## src/rtl/pcm1802_sample_packer_if.sv

```systemverilog
// Word stream from the sample packer toward the USB transfer path.
// The master presents show-ahead words; the slave accepts them with word_ready.
interface pcm1802_sample_packer_if;
  logic [15:0] word_out;
  logic        word_valid;
  logic        word_ready;

  modport master (output word_out, output word_valid, input word_ready);
  modport slave  (input word_out, input word_valid, output word_ready);
endinterface

```

## src/rtl/pcm1802_sample_packer.sv

```systemverilog
// Packs PCM1802 24-bit stereo pairs into 16-bit words behind a show-ahead FIFO.
// Optional header word with frame sequence number: define PCM_PACKER_FRAME_TAG_EN.
module pcm1802_sample_packer #(
  parameter int FIFO_DEPTH = 16
) (
  input  logic                    clk_40MHz,
  input  logic                    nReset,
  input  logic [23:0]             left_in,
  input  logic [23:0]             right_in,
  input  logic                    sample_ready_in,
  pcm1802_sample_packer_if.master word_if,
  output logic                    overflow,
  input  logic                    clear_overflow,
  output logic [15:0]             drop_count
);

`ifdef PCM_PACKER_FRAME_TAG_EN
  localparam int WPF = 4;
`else
  localparam int WPF = 3;
`endif
  localparam int AW = $clog2(FIFO_DEPTH);
  localparam logic [AW:0] SPACE_LIMIT = (AW+1)'(FIFO_DEPTH - WPF);
  localparam logic [1:0]  LAST_IDX    = 2'(WPF - 1);

  typedef enum logic {IDLE, WRITE} state_t;

  state_t          state, state_next;
  logic            s1, s2, s3;
  logic            frame_event, accept, drop;
  logic [23:0]     left_q, right_q;
  logic [1:0]      word_idx;
  logic            push, pop, word_valid_i;
  logic [15:0]     push_word;
  logic [AW-1:0]   rd_ptr, wr_ptr;
  logic [AW:0]     fifo_count;
  logic [15:0]     mem [FIFO_DEPTH];
`ifdef PCM_PACKER_FRAME_TAG_EN
  logic [7:0]      frame_seq, seq_q;
`endif

  // sample_ready_in is asynchronous; s3 gives the rising-edge detect.
  always_ff @(posedge clk_40MHz or negedge nReset) begin
    if (!nReset) begin
      s1 <= 1'b0;
      s2 <= 1'b0;
      s3 <= 1'b0;
    end else begin
      s1 <= sample_ready_in;
      s2 <= s1;
      s3 <= s2;
    end
  end

  assign frame_event = s2 & ~s3;
  assign accept      = frame_event && (state == IDLE) && (fifo_count <= SPACE_LIMIT);
  assign drop        = frame_event && !accept;

  always_ff @(posedge clk_40MHz or negedge nReset) begin
    if (!nReset) begin
      left_q  <= '0;
      right_q <= '0;
    end else if (accept) begin
      left_q  <= left_in;
      right_q <= right_in;
    end
  end

`ifdef PCM_PACKER_FRAME_TAG_EN
  // Sequence advances on every event, so dropped frames appear as gaps.
  always_ff @(posedge clk_40MHz or negedge nReset) begin
    if (!nReset) begin
      frame_seq <= '0;
      seq_q     <= '0;
    end else begin
      if (frame_event) frame_seq <= frame_seq + 8'd1;
      if (accept)      seq_q     <= frame_seq;
    end
  end
`endif

  always_ff @(posedge clk_40MHz or negedge nReset) begin
    if (!nReset) begin
      overflow   <= 1'b0;
      drop_count <= '0;
    end else if (clear_overflow) begin
      overflow   <= 1'b0;
      drop_count <= '0;
    end else if (drop) begin
      overflow <= 1'b1;
      if (drop_count != 16'hFFFF) drop_count <= drop_count + 16'd1;
    end
  end

  always_ff @(posedge clk_40MHz or negedge nReset) begin
    if (!nReset) begin
      state    <= IDLE;
      word_idx <= '0;
    end else begin
      state <= state_next;
      if (state == WRITE && word_idx != LAST_IDX) word_idx <= word_idx + 2'd1;
      else                                        word_idx <= '0;
    end
  end

  always_comb begin
    state_next = state;
    case (state)
      IDLE:    if (accept) state_next = WRITE;
      WRITE:   if (word_idx == LAST_IDX) state_next = IDLE;
      default: state_next = IDLE;
    endcase
  end

  always_comb begin
    push      = (state == WRITE);
    push_word = 16'h0000;
`ifdef PCM_PACKER_FRAME_TAG_EN
    case (word_idx)
      2'd0:    push_word = {8'hA5, seq_q};
      2'd1:    push_word = left_q[23:8];
      2'd2:    push_word = {left_q[7:0], right_q[23:16]};
      default: push_word = right_q[15:0];
    endcase
`else
    case (word_idx)
      2'd0:    push_word = left_q[23:8];
      2'd1:    push_word = {left_q[7:0], right_q[23:16]};
      default: push_word = right_q[15:0];
    endcase
`endif
  end

  assign word_valid_i       = (fifo_count != '0);
  assign pop                = word_valid_i & word_if.word_ready;
  assign word_if.word_valid = word_valid_i;
  assign word_if.word_out   = word_valid_i ? mem[rd_ptr] : 16'h0000;

  // Storage is deliberately left out of reset.
  always_ff @(posedge clk_40MHz) begin
    if (push) mem[wr_ptr] <= push_word;
  end

  always_ff @(posedge clk_40MHz or negedge nReset) begin
    if (!nReset) begin
      rd_ptr     <= '0;
      wr_ptr     <= '0;
      fifo_count <= '0;
    end else begin
      if (push) wr_ptr <= wr_ptr + AW'(1);
      if (pop)  rd_ptr <= rd_ptr + AW'(1);
      case ({push, pop})
        2'b10:   fifo_count <= fifo_count + (AW+1)'(1);
        2'b01:   fifo_count <= fifo_count - (AW+1)'(1);
        default: fifo_count <= fifo_count;
      endcase
    end
  end

endmodule
```

## src/flat_wrapper.sv

```systemverilog
// flat-port wrapper written by rule: the top's interface ports become plain ports
module pcm1802_sample_packer_flat 
#(
  parameter int FIFO_DEPTH = 16
)
  (clk_40MHz, nReset, left_in, right_in, sample_ready_in, overflow, clear_overflow, drop_count, word_if_word_out, word_if_word_valid, word_if_word_ready);
  pcm1802_sample_packer_if word_if_i ();
  input  logic clk_40MHz;
  input  logic nReset;
  input  logic [23:0] left_in;
  input  logic [23:0] right_in;
  input  logic sample_ready_in;
  output logic overflow;
  input  logic clear_overflow;
  output logic [15:0] drop_count;
  output wire logic [$bits(word_if_i.word_out)-1:0] word_if_word_out;
  output wire logic [$bits(word_if_i.word_valid)-1:0] word_if_word_valid;
  input wire logic [$bits(word_if_i.word_ready)-1:0] word_if_word_ready;
  assign word_if_word_out = word_if_i.word_out;
  assign word_if_word_valid = word_if_i.word_valid;
  assign word_if_i.word_ready = word_if_word_ready;
  pcm1802_sample_packer #(.FIFO_DEPTH(FIFO_DEPTH)) u_core (.clk_40MHz(clk_40MHz), .nReset(nReset), .left_in(left_in), .right_in(right_in), .sample_ready_in(sample_ready_in), .word_if(word_if_i), .overflow(overflow), .clear_overflow(clear_overflow), .drop_count(drop_count));
endmodule
```

## config.mk

```make
export PLATFORM = sky130hd
export DESIGN_NAME = pcm1802_sample_packer_flat
export DESIGN_NICKNAME = d
export VERILOG_FILES = /design/src/rtl/pcm1802_sample_packer_if.sv /design/src/rtl/pcm1802_sample_packer.sv /design/src/flat_wrapper.sv
export SDC_FILE = /design/constraint.sdc
export NUM_CORES = 1
export LEC_CHECK = 0
export CORE_MARGIN = 1.5
export CORE_UTILIZATION = 56
export CTS_BUF_LIST = sky130_fd_sc_hd__clkbuf_8
export DETAILED_ROUTE_END_ITERATION = 8
export PLACE_DENSITY_LB_ADDON = 0.15
export RECOVER_POWER = 100
export SYNTH_ARGS = -nofsm -noshare
export SYNTH_HDL_FRONTEND = slang
export SYNTH_SLANG_ARGS = --single-unit
```

## constraint.sdc

```tcl
create_clock -name clk_40MHz -period 3.5 [get_ports clk_40MHz]
set_clock_uncertainty 0.05 [all_clocks]
set_input_delay 0.7 -clock clk_40MHz [delete_from_list [all_inputs] [get_ports clk_40MHz]]
set_output_delay 0.7 -clock clk_40MHz [all_outputs]
set_load 0.02 [all_outputs]
```

; Word-level counts from Yosys, hierarchy flattened
; Memory sizes are Yosys's and may differ from the RTL's.
; Cells that the tools add are included.
[totals]
reg_bits = 84
mem_bits_rw = 256
input_bits = 53
memories = 1
[op_classes]
add_sub_neg = 6
order_cmp = 1
eq_ne = 6
mux = 14
bitwise = 4
n_reduce_logical = 11
[mem_list]
columns = name, depth, width, read_ports, rd_ports_with_merged_regs, wr, line_no
row1 = u_core.mem, 16, 16, 1, 0, 1, pcm1802_sample_packer.sv:37  ; logic [15:0] mem [FIFO_DEPTH];
[ops]
columns = operator, n
row1 = $mux 16, 4
row2 = $pmux 16 s2, 1
row3 = $add 16x1->16 const B, 1
row4 = $ne 16x16->1 const B, 1
row5 = $pmux 5 s2, 1
row6 = $add 4x1->4 const B, 2
row7 = $mux 1, 6
row8 = $reduce_bool 2->1, 3
row9 = $add 5x1->5 const B, 1
row10 = $le 5x4->1 const B, 1
row11 = $reduce_bool 5->1, 1
row12 = $sub 5x1->5 const B, 1
row13 = $eq 2x1->1 const B, 2
row14 = $eq 2x2->1 const B, 2
row15 = $logic_and 1x1->1, 4
row16 = $add 2x1->2 const B, 1
row17 = $and 1x1->1, 2
row18 = $logic_not 2->1, 1
row19 = $mux 2, 1
row20 = $ne 2x2->1 const B, 1
row21 = $not 1->1, 2
row22 = $pmux 1 s2, 1
row23 = $reduce_and 2->1, 1
row24 = $logic_not 1->1, 1

; Depth between registers and ports, before layout
; Gate-level depths: netlist of the first run.
[logic_depth]
depth_word = 8
ltp_mapped = 11

; Worst setup path before layout of the first run
; OpenSTA, ideal clock, no wires.
[synth_path]
path_kind = input port to flip-flop
from = input port word_if_word_ready
to = register u_core.fifo_count[4]
setup_ps = 129
t_arrival_ps = 2585
t_required_ps = 3321
slack_ps = 737
cell_stages = 9
path_buffers = 1
path_cell_list = a21boi_1 -> ha_1 -> clkbuf_1 -> xor2_1 -> ha_1 -> o211a_1 -> or4_1 -> nand3_1 -> nor3b_1
[synth_between]
elab_chain_len = 3
elab_cells_between_ends = 5
cone_classes = eq/ne: 2 / mux: 1 / bitwise: 1 / reduce/logical: 1
[synth_rtl]
columns = element, line_no
row1 = "start, declared", flat_wrapper.sv:18  ; input wire logic [$bits(word_if_i.word_ready)-1:0] word_if_word_ready;
row2 = $and 1x1->1 (*), pcm1802_sample_packer.sv:135  ; assign pop = word_valid_i & word_if.word_ready;
row3 = $eq 2x1->1 or $eq 2x2->1 (tied branches), pcm1802_sample_packer.sv:152  ; case ({push, pop})
row4 = $pmux 5 s2 or $reduce_bool 2->1 (tied branches), -
row5 = "end signal, assigned", pcm1802_sample_packer.sv:153  ; 2'b10: fifo_count <= fifo_count + (AW+1)'(1);
row6 = "end signal, assigned", pcm1802_sample_packer.sv:154  ; 2'b01: fifo_count <= fifo_count - (AW+1)'(1);
row7 = "end signal, assigned", pcm1802_sample_packer.sv:155  ; default: fifo_count <= fifo_count;
row8 = "end, declared", pcm1802_sample_packer.sv:36  ; logic [AW:0] fifo_count;
; Every way passes the cells marked *; elsewhere a longest branch is shown, timed or not.
; A chain may end at the register's enable or synchronous reset.

; Worst setup path in the final report of the first run
[layout_path]
from = register u_core.rd_ptr[0]
to = output port word_if_word_out[13]
[layout_between]
elab_chain_len = 2
[layout_rtl]
columns = element, line_no
row1 = "start, declared", pcm1802_sample_packer.sv:35  ; logic [AW-1:0] rd_ptr, wr_ptr;
row2 = "start signal, assigned", pcm1802_sample_packer.sv:151  ; if (pop) rd_ptr <= rd_ptr + AW'(1);
row3 = $mem_v2 16x16, -
row4 = $mux 16, pcm1802_sample_packer.sv:137  ; assign word_if.word_out = word_valid_i ? mem[rd_ptr] : 16'h0000;
row5 = "end, declared", flat_wrapper.sv:16  ; output wire logic [$bits(word_if_i.word_out)-1:0] word_if_word_out;
; No other way between the ends.

==> results of run 1 <==
## cell usage in the layout (no fill, tap or decap), drive strengths merged, types with 6 or more instances in the layout
| cell type | instances |
|---|---|
| a22oi | 16 |
| or4 | 12 |
| nand4 | 6 |
| mux4 | 64 |
| mux2 | 52 |
| a21oi | 16 |
| inv | 29 |
| nand2b | 8 |
| buf | 22 |
| dlygate4sd2 | 12 |
| o22ai | 16 |
| clkinv | 19 |
| clkdlybuf4s50 | 51 |
| o21ai | 8 |
| ha | 13 |
| mux2i | 32 |
| nand2 | 49 |
| dfrtp | 84 |
| dlygate4sd3 | 19 |
| o31ai | 10 |
| edfxtp | 256 |
| clkbuf | 90 |
| nor2 | 22 |
## stage by stage
| stage | area (µm²) | hold slack (ns) | setup WS [ns] | total power [mW] |
|---|---|---|---|---|
| after global routing | 16100 | 0.304 | 0.0313 | 15.2 |
| after detailed placement | 15300 | 0.285 | 0.368 | 11.7 |
| after CTS | 16300 | 0.0612 | 0.00688 | 14.7 |
| after floorplan | 13900 | 0.281 | 0.737 | 9.80 |
| after global placement | 15300 | 0.287 | 0.462 | 11.4 |
| final | 16100 | 0.289 | 0.130 | 14.5 |
## metal layers
metal	routed length [µm]	up-vias	GRT usage (%)
met5	0	-	0
met4	628	0	7.01
met3	2330	65	4.88
met2	14300	335	38.3
met1	12300	3875	33.4
li1	-	3360	-
## cells by family after synthesis
kind of cell,after synthesis
AO/OA/AOI/OAI,74
XOR/XNOR,10
adder cells (fa/ha/maj),13
buffers and inverters,51
flip-flops,340
multiplexers,148
AND/OR/NAND/NOR,133
## final cells by class
class | count | area (µm²)
Clock buffer | 57 | 785
Clock inverter | 42 | 180
Fill cell | 1650 | 8180
Inverter | 7 | 26.3
Multi-Input combinational cell | 378 | 3770
Sequential cell | 340 | 9800
Tap cell | 324 | 405
Timing Repair Buffer | 138 | 1180
## sequential cells by signal, summed over array words and instances (netlist names)
name / cells
u_core.word_idx: 2
u_core.push: 1
u_core.fifo_count: 5
u_core.right_q: 24
u_core.left_q: 24
u_core.mem: 256
u_core.s2: 1
u_core.s3: 1
u_core.drop_count: 16
u_core.rd_ptr: 4
u_core.s1: 1
u_core.wr_ptr: 4
u_core.overflow: 1
## final timing paths
kind,startpoint,to,slack (ns),cells after the start
setup reg to reg,u_core.wr_ptr[0],u_core.mem[2][2],0.36,5
hold / removal,u_core.s1,u_core.s2,0.29,0
min in group asynchronous,nReset,u_core.drop_count[14],0.79,1
max in group asynchronous,nReset,u_core.rd_ptr[0],0.92,1
setup / recovery,u_core.rd_ptr[0],word_if_word_out[13],0.13,5
hold reg to reg,u_core.s1,u_core.s2,0.29,0
## power by group through the flow
| stage | Combinational [mW] | Sequential [mW] | Clock, mW |
|---|---|---|---|
| finish | 4.96 | 6.53 | 2.98 |
| floorplan | 3.49 | 6.31 | 0 |
| CTS | 5.07 | 6.54 | 3.04 |
| global route | 5.38 | 6.61 | 3.25 |
| global placement | 4.86 | 6.56 | 0 |
| detailed placement | 5.07 | 6.63 | 0 |
## what timing repair did
| action | 4_1_cts | 5_1_grt |
|---|---|---|
| endpoints found under the setup margin | 16 | 4 |
| hold endpoints to repair | 0 | 0 |
| setup buffers | 7 | 4 |
| gates resized for setup | 13 | 3 |
| pin swaps | 0 | 0 |
| hold buffers | 0 | 0 |
## critical path: stages (launching register included)
cell and delay [ns]:
dfrtp_4 0.49, buf_4 0.14, mux4_2 0.49, mux2i_2 0.25, o22ai_1 0.12, clkdlybuf4s50_1 0.56
==> impl_metrics.json, run 1 <==
{
  "synth_edf_count": 256,
  "grt_util_all_layers_pct": 23.8,
  "critPathMaxFanout": 8,
  "drt-total-wl_um": 29500,
  "ys.flop_type": "edfxtp_1",
  "synth_top_family_by_area": "multiplexers",
  "intPower_mw": 9.63,
  "seq_area_frac_synth_pct": 70.6,
  "core_area_um2": 24300,
  "powerDensity_nw_per_um2": 896,
  "synth_nets": 835,
  "status": "finished with violations",
  "grt_max_degree": 50,
  "fin_nets": 984,
  "yosysMostFrequentCell": "edfxtp_1",
  "clock_sinks": 340,
  "post_drt_wl_per_cell_um": 23.0,
  "synthAdderAreaFrac_pct": 1.17,
  "die_h_um": 160,
  "synth_compound_area_share_pct": 3.51,
  "drc": 0,
  "sequentialPowerShare_pct": 45.2,
  "ant_nets": 0,
  "ios": 87,
  "layout.cells.non_filler": 1286,
  "report.final.slew_viol_count": 69,
  "tightest_slew_ns": 2.38,
  "power_frac_comb_pct": 34.3,
  "clock_latency_ns": 0.57,
  "async_flop_share_pct": 24.7,
  "drive_gt1_share_pct": 21.7,
  "cp-start-kind": "flip-flop",
  "finalHoldViolations": 0,
  "dp_hpwl_um": 18200,
  "first_pass_iters": 5,
  "syn_area_um2": 13900,
  "leakage_nw": 5.83,
  "tritoncts": "done",
  "synth_top_area_share_pct": 55.5,
  "grt-ovfl-total": 0,
  "antenna_cells": 0,
  "synth_area_leaders": "edfxtp_1 55%, dfrtp_1 15%, mux4_2 10%, mux2_2 3.5%, mux2i_1 2.3%",
  "synthTopCellsByCount": "256 x edfxtp_1, 84 x dfrtp_1, 64 x mux4_2",
  "fmax_ghz": 0.297,
  "crit_type": "reg2out",
  "portBuffers": 86,
  "ys_types": 51,
  "grt_pass1_wl_um": 45700,
  "cts_root_buf": "clkbuf_8",
  "rsz0062_at_grt": "no",
  "initial_core_util_pct": 57.0,
  "synth_seq_cells": 340,
  "cap_viol_max_count": 4,
  "setup_viol": 0,
  "crit_required_ns": 2.75,
  "syn2layout_area_growth_pct": 16.5,
  "tns_ns": 0,
  "rows": 57,
  "first_global_vias": 8064,
  "cts_buffers": 53,
  "syn-instance-count": 769,
  "muxShareOfSynthArea_pct": 17.2,
  "gp_congestion": 0.797,
  "fin_crit_sh_pct": 96.3,
  "final_util_pct": 66.4,
  "antenna_found_initial": 0,
  "drt-vias-per-instance": 5.94,
  "fin_crit_ns": 3.37,
  "drt_iter0_markers": 507,
  "endpoint_kind": "output port",
  "clk_pin_slew_ns": 0.06,
  "ys_warn_count": 0,
  "vias": 7635,
  "violations": "max-capacitance violations, max-slew violations",
  "avgSynthCellArea_um2": 18.0,
  "die_w_um": 160,
  "synth-simple-area-share_pct": 5.04,
  "synth_top_cell_by_area": "edfxtp_1",
  "switching_share_pct": 33.5,
  "synthXorXnorAreaFrac_pct": 0.632,
  "clockPowerShare_pct": 20.6,
  "dieArea_um2": 25700,
  "dp_cells": 1176,
  "p_switching_mw": 4.84,
  "ir_drop_mv": 0.390,
  "cp.arrival_ns": 2.62,
  "htree_levels": 2,
  "slew-limit-headroom_pct": -58.5,
  "hold_path.class": "reg2reg",
  "cts_buffer_depth": 3
}
Note: power is estimated with default switching activity, not from simulation.
==> run 2: changes to the inputs <==
--- a/config.mk
+++ b/config.mk
@@ -11,6 +11,8 @@
 export DETAILED_ROUTE_END_ITERATION = 8
 export PLACE_DENSITY_LB_ADDON = 0.15
 export RECOVER_POWER = 100
+export SETUP_SLACK_MARGIN = 0.1
+export SLEW_MARGIN = 20
 export SYNTH_ARGS = -nofsm -noshare
 export SYNTH_HDL_FRONTEND = slang
 export SYNTH_SLANG_ARGS = --single-unit
==> run 2 against run 1 <==
Cell count decreased by 0.16%; setup slack better by 0.018 ns; the flow still finishes with violations (max-capacitance violations, max-slew violations); count of clock-buffer cells in the layout did not move; die area unchanged.
==> impl_metrics.json, run 2 (synthesis results as in run 1) <==
{
  "drive_gt1_share_pct": 21.6,
  "dp_hpwl_um": 18200,
  "powerDensity_nw_per_um2": 895,
  "setup_viol": 0,
  "drt-vias-per-instance": 5.96,
  "clock_latency_ns": 0.57,
  "violations": "max-capacitance violations, max-slew violations",
  "vias": 7652,
  "rows": 57,
  "hold_path.class": "reg2reg",
  "portBuffers": 86,
  "layout.cells.non_filler": 1284,
  "fin_ws_ns": 0.148,
  "multi_input_area_um2": 3770,
  "tightest_slew_ns": 2.34,
  "fin_crit_sh_pct": 95.8,
  "leakage_nw": 5.82,
  "drt-total-wl_um": 29500,
  "power_mw": 14.4,
  "first_pass_iters": 5,
  "status": "finished with violations",
  "htree_levels": 2,
  "pre_cts_slack_ns": 0.368,
  "endpoint_kind": "output port",
  "ir_drop_mv": 0.403,
  "antenna_cells": 0,
  "drc": 0,
  "reg_top3": "u_core.mem: 256 flops, u_core.left_q: 24 flops, u_core.right_q: 24 flops",
  "die_w_um": 160,
  "critPathMaxFanout": 10,
  "report.final.slew_viol_count": 69,
  "cts_root_buf": "clkbuf_8",
  "finalHoldViolations": 0,
  "crit_type": "reg2out",
  "cp-start-kind": "flip-flop",
  "largest_register_ffs": 256,
  "rrSetupSlack_ns": 0.46,
  "largest_register": "u_core.mem",
  "clk_pin_slew_ns": 0.06,
  "dp_cells": 1176,
  "ios": 87,
  "ff_latch_area_um2": 9800,
  "rsz0062_at_grt": "yes",
  "r2r-end": "u_core.mem[2][2]",
  "initial_core_util_pct": 57.0,
  "post_drt_wl_per_cell_um": 23.0,
  "ant_nets": 0,
  "final_util_pct": 66.3,
  "cts_buffers": 53,
  "grt-ovfl-total": 0,
  "cp.arrival_ns": 2.60,
  "timing.rr.start": "u_core.wr_ptr[0]",
  "cap_viol_max_count": 3,
  "grt_util_all_layers_pct": 23.8,
  "syn2layout_area_growth_pct": 16.3,
  "crit_required_ns": 2.75,
  "layout.cells.most_common": "edfxtp_1",
  "hold_end": "u_core.s2",
  "min_path_cells": 0,
  "fin_nets": 982,
  "cts_buffer_depth": 3,
  "fmax_ghz": 0.298,
  "fillers": 1646,
  "r2r_cells": 5,
  "first_global_vias": 8064,
  "grt_pass1_wl_um": 45700,
  "min_from": "u_core.s1",
  "core_area_um2": 24300,
  "die_h_um": 160,
  "antenna_found_initial": 0,
  "dieArea_um2": 25700,
  "tritoncts": "done",
  "slew-limit-headroom_pct": -56.0,
  "tns_ns": 0,
  "clock_sinks": 340,
  "mostFrequentLayoutCells": "256 x edfxtp_1, 81 x dfrtp_1, 64 x mux4_2",
  "drt_iter0_markers": 540,
  "fin_crit_ns": 3.35,
  "gp_congestion": 0.797,
  "grt_max_degree": 50
}
## run 2: cell types whose count changed in the layout (fill, tap and decap cells not counted)
cell             change
buf_12               -1
clkbuf_1             -2
buf_4                -2
dlymetal6s2s_1       -1
dlygate4sd2_1        +4
clkbuf_4             +1
clkdlybuf4s50_1      -1
## run 2: layout make-up
type | instances | share of cell area [%]
Clock buffer | 57 | 4.87
Clock inverter | 42 | 1.12
Inverter | 7 | 0.163
Multi-Input combinational cell | 378 | 23.4
Sequential cell | 340 | 60.8
Tap cell | 324 | 2.51
Timing Repair Buffer | 136 | 7.17
## run 2: how the worst max path moves through the flow
stage / start / endpoint / slack, ns
5_1_grt: u_core.rd_ptr[0] / word_if_word_out[11] / 0.05
6_report: u_core.rd_ptr[0] / word_if_word_out[14] / 0.15
3_5_place_dp: word_if_word_ready / u_core.fifo_count[4] / 0.37
2_1_floorplan: word_if_word_ready / u_core.fifo_count[4] / 0.74
4_1_cts: u_core.rd_ptr[0] / word_if_word_out[8] / 0.14
3_3_place_gp: word_if_word_ready / u_core.fifo_count[4] / 0.46
## run 2: power breakdown
group	total [mW]	leakage (nW)	internal, mW	switching, mW
Combinational	4.91	1.92	2.04	2.87
Sequential	6.54	3.33	6.05	0.489
Clock	2.98	0.572	1.51	1.47
## run 2: worst max-delay path, stage by stage, from the launching register on
cell	delay [ns]
dfrtp_4	0.51
clkbuf_4	0.18
clkbuf_4	0.20
mux4_2	0.52
mux2i_1	0.15
o22ai_1	0.12
dlygate4sd2_1	0.36
## run 2: what timing repair did
action | in CTS | in global routing
hold buffers | 0 | 0
setup endpoints to repair | 16 | 2
resized for setup | 17 | 0
pin swaps | 0 | 0
endpoints found under the hold margin | 0 | 0
setup buffers | 8 | 1
## run 2: metrics by stage
stage | hold WS [ns] | instance area (µm²)
after floorplan | 0.281 | 13900
after global placement | 0.287 | 15300
after detailed placement | 0.285 | 15300
after CTS | 0.0612 | 16300
after global routing | 0.304 | 16100
final | 0.289 | 16100
## run 2: metal layers
layer	wire, µm	up-vias	track usage [%]
met3	2300	65	4.88
li1	-	3357	-
met2	14200	338	38.3
met1	12300	3892	33.4
met4	663	0	7.01
met5	0	-	0
==> run 3: changes to the inputs <==
--- a/config.mk
+++ b/config.mk
@@ -12,7 +12,7 @@
 export PLACE_DENSITY_LB_ADDON = 0.15
 export RECOVER_POWER = 100
 export SETUP_SLACK_MARGIN = 0.1
-export SLEW_MARGIN = 20
+export SLEW_MARGIN = 30
 export SYNTH_ARGS = -nofsm -noshare
 export SYNTH_HDL_FRONTEND = slang
 export SYNTH_SLANG_ARGS = --single-unit
==> run 3 against run 2 <==
The run still ends with max-capacitance violations, max-slew violations left; setup slack better by 0.021 ns; sequential power hardly changed; power is 0.51% higher; highest routed layer unchanged; die area stayed put.
==> impl_metrics.json, run 3 (synthesis results as in run 1) <==
{
  "rrSetupSlack_ns": 0.21,
  "endpoint_kind": "output port",
  "leakage_nw": 5.83,
  "drt-vias-per-instance": 6.00,
  "grt_max_degree": 50,
  "die_w_um": 160,
  "clock_sinks": 340,
  "powerDensity_nw_per_um2": 899,
  "ios": 87,
  "drt_iter0_markers": 616,
  "grt_util_all_layers_pct": 23.9,
  "cts_buffer_depth": 3,
  "whs_ns": 0.299,
  "fin_crit_sh_pct": 95.2,
  "critPathMaxFanout": 6,
  "largest_register_ffs": 256,
  "violations": "max-capacitance violations, max-slew violations",
  "grt_pass1_wl_um": 45700,
  "drive_gt1_share_pct": 21.8,
  "portBuffers": 86,
  "crit_type": "reg2out",
  "cts_buffers": 52,
  "htree_levels": 2,
  "min_from": "u_core.s1",
  "tritoncts": "done",
  "antenna_cells": 0,
  "fmax_ghz": 0.300,
  "clock_latency_ns": 0.57,
  "crit_path_max_incr_delay_ns": 0.54,
  "reg_top3": "u_core.mem: 256 flops, u_core.left_q: 24 flops, u_core.right_q: 24 flops",
  "ant_nets": 0,
  "post_drt_wl_per_cell_um": 23.3,
  "first_global_vias": 8032,
  "tns_ns": 0,
  "crit_required_ns": 2.75,
  "clk_pin_slew_ns": 0.06,
  "cts_root_buf": "clkbuf_8",
  "layout.cells.most_common": "edfxtp_1",
  "vias": 7682,
  "gp_congestion": 0.797,
  "finalHoldViolations": 0,
  "cap_viol_max_count": 5,
  "dp_hpwl_um": 18200,
  "r2r-end": "u_core.mem[2][3]",
  "timing.rr.start": "u_core.wr_ptr[0]",
  "fin_nets": 981,
  "grt-ovfl-total": 0,
  "cp.arrival_ns": 2.58,
  "cp-start-kind": "flip-flop",
  "initial_core_util_pct": 57.0,
  "path_cells": "buf_4 > clkbuf_2 > mux4_2 > mux2i_1 > o22ai_1 > dlygate4sd2_1",
  "antenna_found_initial": 0,
  "crit_slowest_cell": "mux4_2",
  "hold_end": "u_core.s2",
  "slew-limit-headroom_pct": -54.3,
  "dp_cells": 1176,
  "first_pass_iters": 5,
  "fin_crit_ns": 3.33,
  "die_h_um": 160,
  "largest_register": "u_core.mem",
  "mostFrequentLayoutCells": "256 x edfxtp_1, 81 x dfrtp_1, 64 x mux4_2",
  "setup_viol": 0,
  "report.final.slew_viol_count": 103,
  "drt-total-wl_um": 29800,
  "layout.cells.non_filler": 1281,
  "min_path_cells": 0,
  "hold_path.class": "reg2reg",
  "rows": 57,
  "core_area_um2": 24300,
  "ir_drop_mv": 0.432,
  "status": "finished with violations",
  "tightest_slew_ns": 2.31,
  "syn2layout_area_growth_pct": 16.4,
  "drc": 0,
  "r2r_cells": 5,
  "dieArea_um2": 25700,
  "rsz0062_at_grt": "no"
}
## run 3: critical path, delay by kind of cell (launching register included)
| family | cells | cell delay, ns |
|---|---|---|
| AO/OA/AOI/OAI | 1 | 0.13 |
| buffers and inverters | 3 | 0.73 |
| flip-flops | 1 | 0.42 |
| multiplexers | 2 | 0.74 |
## run 3: power breakdown
group          total, mW  internal (mW)  switching, mW
clock network       3.03           1.57           1.46
registers           6.52           6.05          0.474
logic               4.95           2.04           2.90
## run 3: worst max path at each step
stage / startpoint / depth (start not counted) / to / slack [ns]
global route: u_core.rd_ptr[0] / 6 / word_if_word_out[10] / 0.06
global placement: word_if_word_ready / 9 / u_core.fifo_count[4] / 0.46
floorplan: word_if_word_ready / 9 / u_core.fifo_count[4] / 0.74
detailed placement: word_if_word_ready / 9 / u_core.fifo_count[4] / 0.39
finish: u_core.rd_ptr[0] / 6 / word_if_word_out[10] / 0.17
CTS: u_core.rd_ptr[0] / 6 / word_if_word_out[8] / 0.19
## run 3: through the flow
step | worst slack (ns) | cell area [µm²] | utilization (%) | total power [mW]
after global routing | 0.0564 | 16100 | 66.3 | 15.2
final | 0.169 | 16100 | 66.3 | 14.5
after global placement | 0.462 | 15300 | 62.8 | 11.4
after floorplan | 0.737 | 13900 | - | 9.80
after detailed placement | 0.387 | 15300 | 62.9 | 11.7
after CTS | 0.191 | 16300 | 67.1 | 14.7
## run 3: area by class of cell
type | instances | area, µm²
Clock buffer | 57 | 785
Clock inverter | 39 | 193
Fill cell | 1649 | 8190
Inverter | 7 | 26.3
Multi-Input combinational cell | 378 | 3770
Sequential cell | 340 | 9800
Tap cell | 324 | 405
Timing Repair Buffer | 136 | 1160
## run 3: routing by layer
metal | up-vias | wire length [µm] | GRT usage (%)
li1 | 3352 | - | -
met1 | 3944 | 12300 | 34.2
met2 | 350 | 14800 | 38.7
met3 | 36 | 2280 | 4.00
met4 | 0 | 475 | 6.41
met5 | - | 0 | 0
## run 3: timing repair
item                                    CTS  global route
endpoints found under the setup margin   16             0
gates resized for setup                  17             0
hold endpoints to repair                  0             0
hold buffers                              0             0
setup buffers                             9             0
